<file path="src/rtl/mult_pkg.sv">
// Shared types and constants for the shift-and-add multiplier controller.
package mult_pkg;

    localparam int unsigned MULT_W = 16;

    typedef enum logic [1:0] {
        IDLE = 2'd0,
        RUN  = 2'd1,
        DONE = 2'd2
    } mult_state_e;

endpackage

</file>
<file path="src/rtl/shift_add_mult_ctrl.sv">
// Sequential unsigned W x W multiplier: drives one external W-bit adder through W
// shift-and-add steps and registers the 2W-bit product.
module shift_add_mult_ctrl
    import mult_pkg::*;
#(
    parameter int unsigned W  = MULT_W,
    parameter int unsigned CW = $clog2(W)
) (
    input  logic           clk,
    input  logic           rst_n,
    input  logic           start,
    input  logic [W-1:0]   multiplicand,
    input  logic [W-1:0]   multiplier,
    output logic [W-1:0]   add_op_a,
    output logic [W-1:0]   add_op_b,
    input  logic [W-1:0]   add_sum,
    input  logic           add_cout,
    output logic           busy,
    output logic           done,
    output logic [2*W-1:0] product
);

    localparam logic [CW-1:0] LastStep = CW'(W - 1);

    mult_state_e    state_q, state_d;
    logic [W-1:0]   mcand_q, mcand_d;
    logic [W-1:0]   acc_hi_q, acc_hi_d;
    logic [W-1:0]   acc_lo_q, acc_lo_d;
    logic [CW-1:0]  cnt_q, cnt_d;
    logic [2*W-1:0] product_q, product_d;
    logic [2*W-1:0] acc_shift;

    // Adder operands come straight from registers so they are never X outside RUN.
    assign add_op_a = acc_hi_q;
    assign add_op_b = acc_lo_q[0] ? mcand_q : '0;

    // Carry lands in the new MSB; the consumed multiplier bit falls off the bottom.
    assign acc_shift = {add_cout, add_sum, acc_lo_q[W-1:1]};

    always_comb begin
        state_d   = state_q;
        mcand_d   = mcand_q;
        acc_hi_d  = acc_hi_q;
        acc_lo_d  = acc_lo_q;
        cnt_d     = cnt_q;
        product_d = product_q;
        case (state_q)
            IDLE: begin
                if (start) begin
                    mcand_d  = multiplicand;
                    acc_hi_d = '0;
                    acc_lo_d = multiplier;
                    cnt_d    = '0;
                    state_d  = RUN;
                end
            end
            RUN: begin
                acc_hi_d = acc_shift[2*W-1:W];
                acc_lo_d = acc_shift[W-1:0];
                cnt_d    = cnt_q + CW'(1);
                if (cnt_q == LastStep) begin
                    product_d = acc_shift;
                    state_d   = DONE;
                end
            end
            DONE: begin
                state_d = IDLE;
            end
            default: begin
                state_d = IDLE;
            end
        endcase
    end

    always_ff @(posedge clk or negedge rst_n) begin
        if (!rst_n) begin
            state_q   <= IDLE;
            mcand_q   <= '0;
            acc_hi_q  <= '0;
            acc_lo_q  <= '0;
            cnt_q     <= '0;
            product_q <= '0;
        end else begin
            state_q   <= state_d;
            mcand_q   <= mcand_d;
            acc_hi_q  <= acc_hi_d;
            acc_lo_q  <= acc_lo_d;
            cnt_q     <= cnt_d;
            product_q <= product_d;
        end
    end

    assign busy    = (state_q == RUN);
    assign done    = (state_q == DONE);
    assign product = product_q;

endmodule

</file>
<file path="config.mk">
export PLATFORM = sky130hd
export DESIGN_NAME = shift_add_mult_ctrl
export DESIGN_NICKNAME = d
export VERILOG_FILES = /design/src/rtl/mult_pkg.sv /design/src/rtl/shift_add_mult_ctrl.sv
export SDC_FILE = /design/constraint.sdc
export NUM_CORES = 1
export LEC_CHECK = 0
export ABC_AREA = 1
export CAP_MARGIN = 40
export CORE_MARGIN = 2
export CORE_UTILIZATION = 25
export CTS_CLUSTER_DIAMETER = 80
export DETAILED_ROUTE_END_ITERATION = 6
export DONT_BUFFER_PORTS = 1
export SLEW_MARGIN = 20
export SYNTH_ARGS = -nofsm -noshare
export SYNTH_HDL_FRONTEND = slang
export SYNTH_SLANG_ARGS = --single-unit
</file>
<file path="constraint.sdc">
create_clock -name clk -period 1.2 [get_ports clk]
set_clock_uncertainty 0.05 [all_clocks]
set_input_delay 0.24 -clock clk [delete_from_list [all_inputs] [get_ports clk]]
set_output_delay 0.24 -clock clk [all_outputs]
set_load 0.01 [all_outputs]
</file>
# Word level (Yosys, flattened, before mapping)
# Index checks and enable logic that the tools add are counted.
[word_totals]
regBits = 86
in_bits = 52
output_inout_bits = 66
[op_classes]
add_sub_neg = 1
eq_ne = 5
mux = 10
n_reduce_logical = 6
[ops]
columns = ["cell", "count"]
rows = [
  ["$pmux 16 s2", 2],
  ["$mux 16", 3],
  ["$pmux 4 s2", 1],
  ["$reduce_and 2->1", 4],
  ["$add 4x1->4 const B", 1],
  ["$eq 4x4->1 const B", 1],
  ["$mux 2", 2],
  ["$mux 4", 1],
  ["$pmux 2 s2", 1],
  ["$eq 2x1->1 const B", 1],
  ["$eq 2x2->1 const B", 1],
  ["$logic_not 2->1", 1],
  ["$ne 2x1->1 const B", 1],
  ["$ne 2x2->1 const B", 1],
  ["$reduce_bool 2->1", 1],
]

# Longest topological paths before layout
[logic_depth]
word_depth = 3
mapped_depth = 7
depth_no_buf = 6

# Worst setup path before layout
# No wires, ideal clock.
[synth_path]
path_kind = "register to register"
start = "reg cnt_q[0]"
end = "reg product_q[29], in the netlist product[29]"
setup_time_ns = 0.123
arrival_ns = 1.087
required_time_ns = 1.027
slack_ns = -0.060
path_stages_with_launch = 6
path_buffers = 1
period_less_slack_ns = 1.260
cell_sequence = "dfrtp_1 > ha_1 > nand3_4 > clkbuf_1 > o21ai_0 > nand2_1"
[synth_via]
elab_chain_cells = 2
[synth_lines]
columns = ["item", "line", "rtl"]
rows = [
  ["start, declared", "shift_add_mult_ctrl.sv:29", "logic [CW-1:0] cnt_q, cnt_d;"],
  ["start signal, assigned", "shift_add_mult_ctrl.sv:88", "cnt_q <= cnt_d;"],
  ["$eq 4x4->1", "shift_add_mult_ctrl.sv:61", "if (cnt_q == LastStep) begin"],
  ["$reduce_and 2->1 (no source line)", "n/a", ""],
  ["end signal, assigned", "shift_add_mult_ctrl.sv:89", "product_q <= product_d;"],
  ["end, declared", "shift_add_mult_ctrl.sv:30", "logic [2*W-1:0] product_q, product_d;"],
]
# Every way passes these cells.
# A chain may end at the register's enable or synchronous reset.

# Final worst setup path
[layout_path]
start = "reg state_q[1]"
end = "out busy"
[layout_via]
elab_chain_cells = 1
[layout_lines]
columns = ["item", "line", "rtl"]
rows = [
  ["start, declared", "shift_add_mult_ctrl.sv:25", "mult_state_e state_q, state_d;"],
  ["start signal, assigned", "shift_add_mult_ctrl.sv:84", "state_q <= state_d;"],
  ["$eq 2x1->1", "shift_add_mult_ctrl.sv:93", "assign busy = (state_q == RUN);"],
  ["end, declared", "shift_add_mult_ctrl.sv:18", "output logic busy,"],
]
# Every way passes these cells.

==> flow_summary_export.csv <==
group,metric,value,unit
power,p_total,12.5,mW
power,leakage,2.44,nW
routing,routed_wl,10300,um
timing,max_freq,741,MHz
routing,dr.pass1.iters,4,
die,rows,44,
cts,clkSlewWorstSetupHoldPaths,70,ps
setup_path,critPathArrivalTime,1060,ps
timing,setup_ws,-150,ps
setup_path,r2r_setup_slack,-130,ps
setup_path,worstSetupPathType,"flop to primary output",
status,violations,"negative hold slack, negative setup slack",
synth,avgSynthCellArea,8.54,um2
finish,area_growth,40.0,%
synth,synth_edf_count,0,
place,place_congestion,0.739,
finish,fin_cells,681,
routing,avgViaCountPerCell,4.49,
finish,fillers,1442,
cts,clk-insertion-delay-late,330,ps
cts,cts_sinks,86,
global_route,grt_max_degree,87,
synth,synth_flop_cell,"dfrtp_1",
cts,cts_htree_levels,3,
synth,netlist_instances,426,
die,core_area,0.0144,mm2
timing,finalHoldViolations,86,
synth,syn_nets,479,
synth,ys_seq_area_share,59.2,%
power,powerDensity,2460,mW/mm2
routing,num_vias,3058,
setup_path,startpoint_type,"flop",
finish,antenna_cells,0,
cts,cts_buffer_depth,2,
cts,root_buffer,"clkbuf_16",
setup_path,required,910,ps
routing,drc,0,
global_route,grt.total_usage,13.6,%
global_route,grt_first_pass_wirelength,16900,um
place,pre_cts_slack,-31.7,ps
power,vdd_drop_max,0.827,mV
setup_path,end_kind,"primary output",
cts,cts_hold_buf,48,
place,io_buffer_count,0,
timing,slew_viol_final,0,
finish,final_area,0.00509,mm2
synth,ys_warn_count,0,
finish,finalNetCount,545,
die,die_x,125,um
flow_run,cap_violations,0,
synth,synthesis.area,0.00364,mm2
timing,tightest_slew,217,ps
timing,rsz0062_at_grt,"yes",
routing,drt.antenna.violating_nets,0,
timing,finalCriticalPeriod,1350,ps
synth,async_flop_share,100,%
place,placed_area,0.00397,mm2
synth,synth-seq-cells,86,
die,fp.dieArea,0.0155,mm2
status,status,"complete, but fails checks",
routing,drtIter0Drc,156,
routing,wl_per_cell,15.1,um
min_path,min_path_type,"input port to async pin",
synth,ys_types,19,
global_route,grt_overflow,0,
global_route,first_global_vias,3259,
timing,whs,-454,ps
die,die_height,125,um
place,dp.cells,605,
die,io_pins,118,
cts,cts_made_buffers,9,
setup_path,cp_max_fo,8,
timing,setup_violations,84,
cts,tritoncts,"done",
timing,relSlewSlack,85.5,%
global_route,antenna_found_initial,0,
die,initial_core_util,25.3,%
finish,layout-drive-gt1-share,18.9,%
timing,tns,-8100,ps
timing,min_period_over_period,113,%
place,hpwlAfterDp,6150,um
## registers in the layout, summed over array words and instances, names as in the netlist
| register | flops |
|---|---|
| state_q | 2 |
| product | 32 |
| add_op_a | 16 |
| mcand_q | 16 |
| cnt_q | 4 |
| acc_lo_q | 16 |
## final cells by class
type	count	area, um2	area share [%]
clock inverter	6	61.3	1.20
inverter	20	85.1	1.67
sequential	86	2150	42.3
clock buffer	10	239	4.70
tap	184	230	4.52
timing repair buffer	80	957	18.8
multi-input combinational	295	1360	26.8
## worst paths after layout
path / start / to / cells after the start
worst max-delay path: state_q[1]$_DFFE_PN0P_ / busy / 4
worst min-delay path: rst_n / product[10]$_DFFE_PN0P_ / 0
worst max register to register: state_q[1]$_DFFE_PN0P_ / mcand_q[5]$_DFFE_PN0P_ / 8
worst min register to register: mcand_q[13]$_DFFE_PN0P_ / mcand_q[13]$_DFFE_PN0P_ / 2
max in group asynchronous: rst_n / state_q[0]$_DFFE_PN0P_ / 0
min in group clk: multiplier[5] / acc_lo_q[5]$_DFFE_PN0P_ / 2
## cells in the mapped netlist, types with 2 or more instances
master	number	area share, %
nand2_1	198	20
dfrtp_1	86	59
nand3_1	54	7.4
o21ai_0	34	4.7
inv_1	17	1.8
clkbuf_1	10	1.0
buf_2	7	0.96
buf_4	3	0.62
buf_6	3	0.93
inv_2	3	0.31
buf_1	2	0.21
nor2_4	2	0.62
## where the power goes
part,switching [mW],leakage [nW],internal (mW)
clock network,1.14,0.148,1.66
registers,1.41,1.03,4.25
logic,2.15,1.25,1.91
total,4.70,2.44,7.82
## repair_timing
item | CTS | global route
buffers inserted | 6 | 0
hold endpoints to repair | 150 | 86
gates resized for setup | 61 | 16
pin swaps | 1 | 0
cloned | 3 | 3
endpoints found under the setup margin | 67 | 104
## worst max-delay path: stages (launching register included)
cell	delay, ps
dfrtp_1	370
inv_2	100
nand2_8	70
inv_6	60
buf_12	130
## through the flow
stage	utilization, %	hold slack, ps
2_1_floorplan	-	-106
3_3_place_gp	27.6	-103
3_5_place_dp	27.6	-103
4_1_cts	34.8	-475
5_1_grt	35.4	-481
6_report	35.4	-454
## layout by cell type, fill, tap and decap left out, types with 2 or more instances in the layout
master,n
buf_16,2
o21ai_0,20
buf_8,3
nand2_2,16
clkinv_2,3
nand2_4,3
nand2_1,180
dfrtp_1,84
buf_12,7
dfrtp_2,2
nor2_4,3
dlygate4sd3_1,48
buf_6,7
clkbuf_16,11
o21ai_1,14
nand3_1,54
inv_6,2
inv_2,17
buf_4,10
## metal layers
layer	up-vias	track usage [%]	part of all wire, %	routed length (um)
met4	0	3.64	0.98	101
met1	1479	16.3	42	4350
met3	8	4.94	6.9	713
met5	-	0	0	0
met2	92	23.2	50	5130
li1	1479	-	-	-
## cell families after synthesis
logic type	Yosys count	synth area share, %
AND/OR/NAND/NOR	259	29.7
flip-flops	86	59.2
buffers and inverters	45	5.82
AO/OA/AOI/OAI	34	4.68
XOR/XNOR	1	0.241
adder cells (fa/ha/maj)	1	0.344
Power figures use the tool's default switching activity.
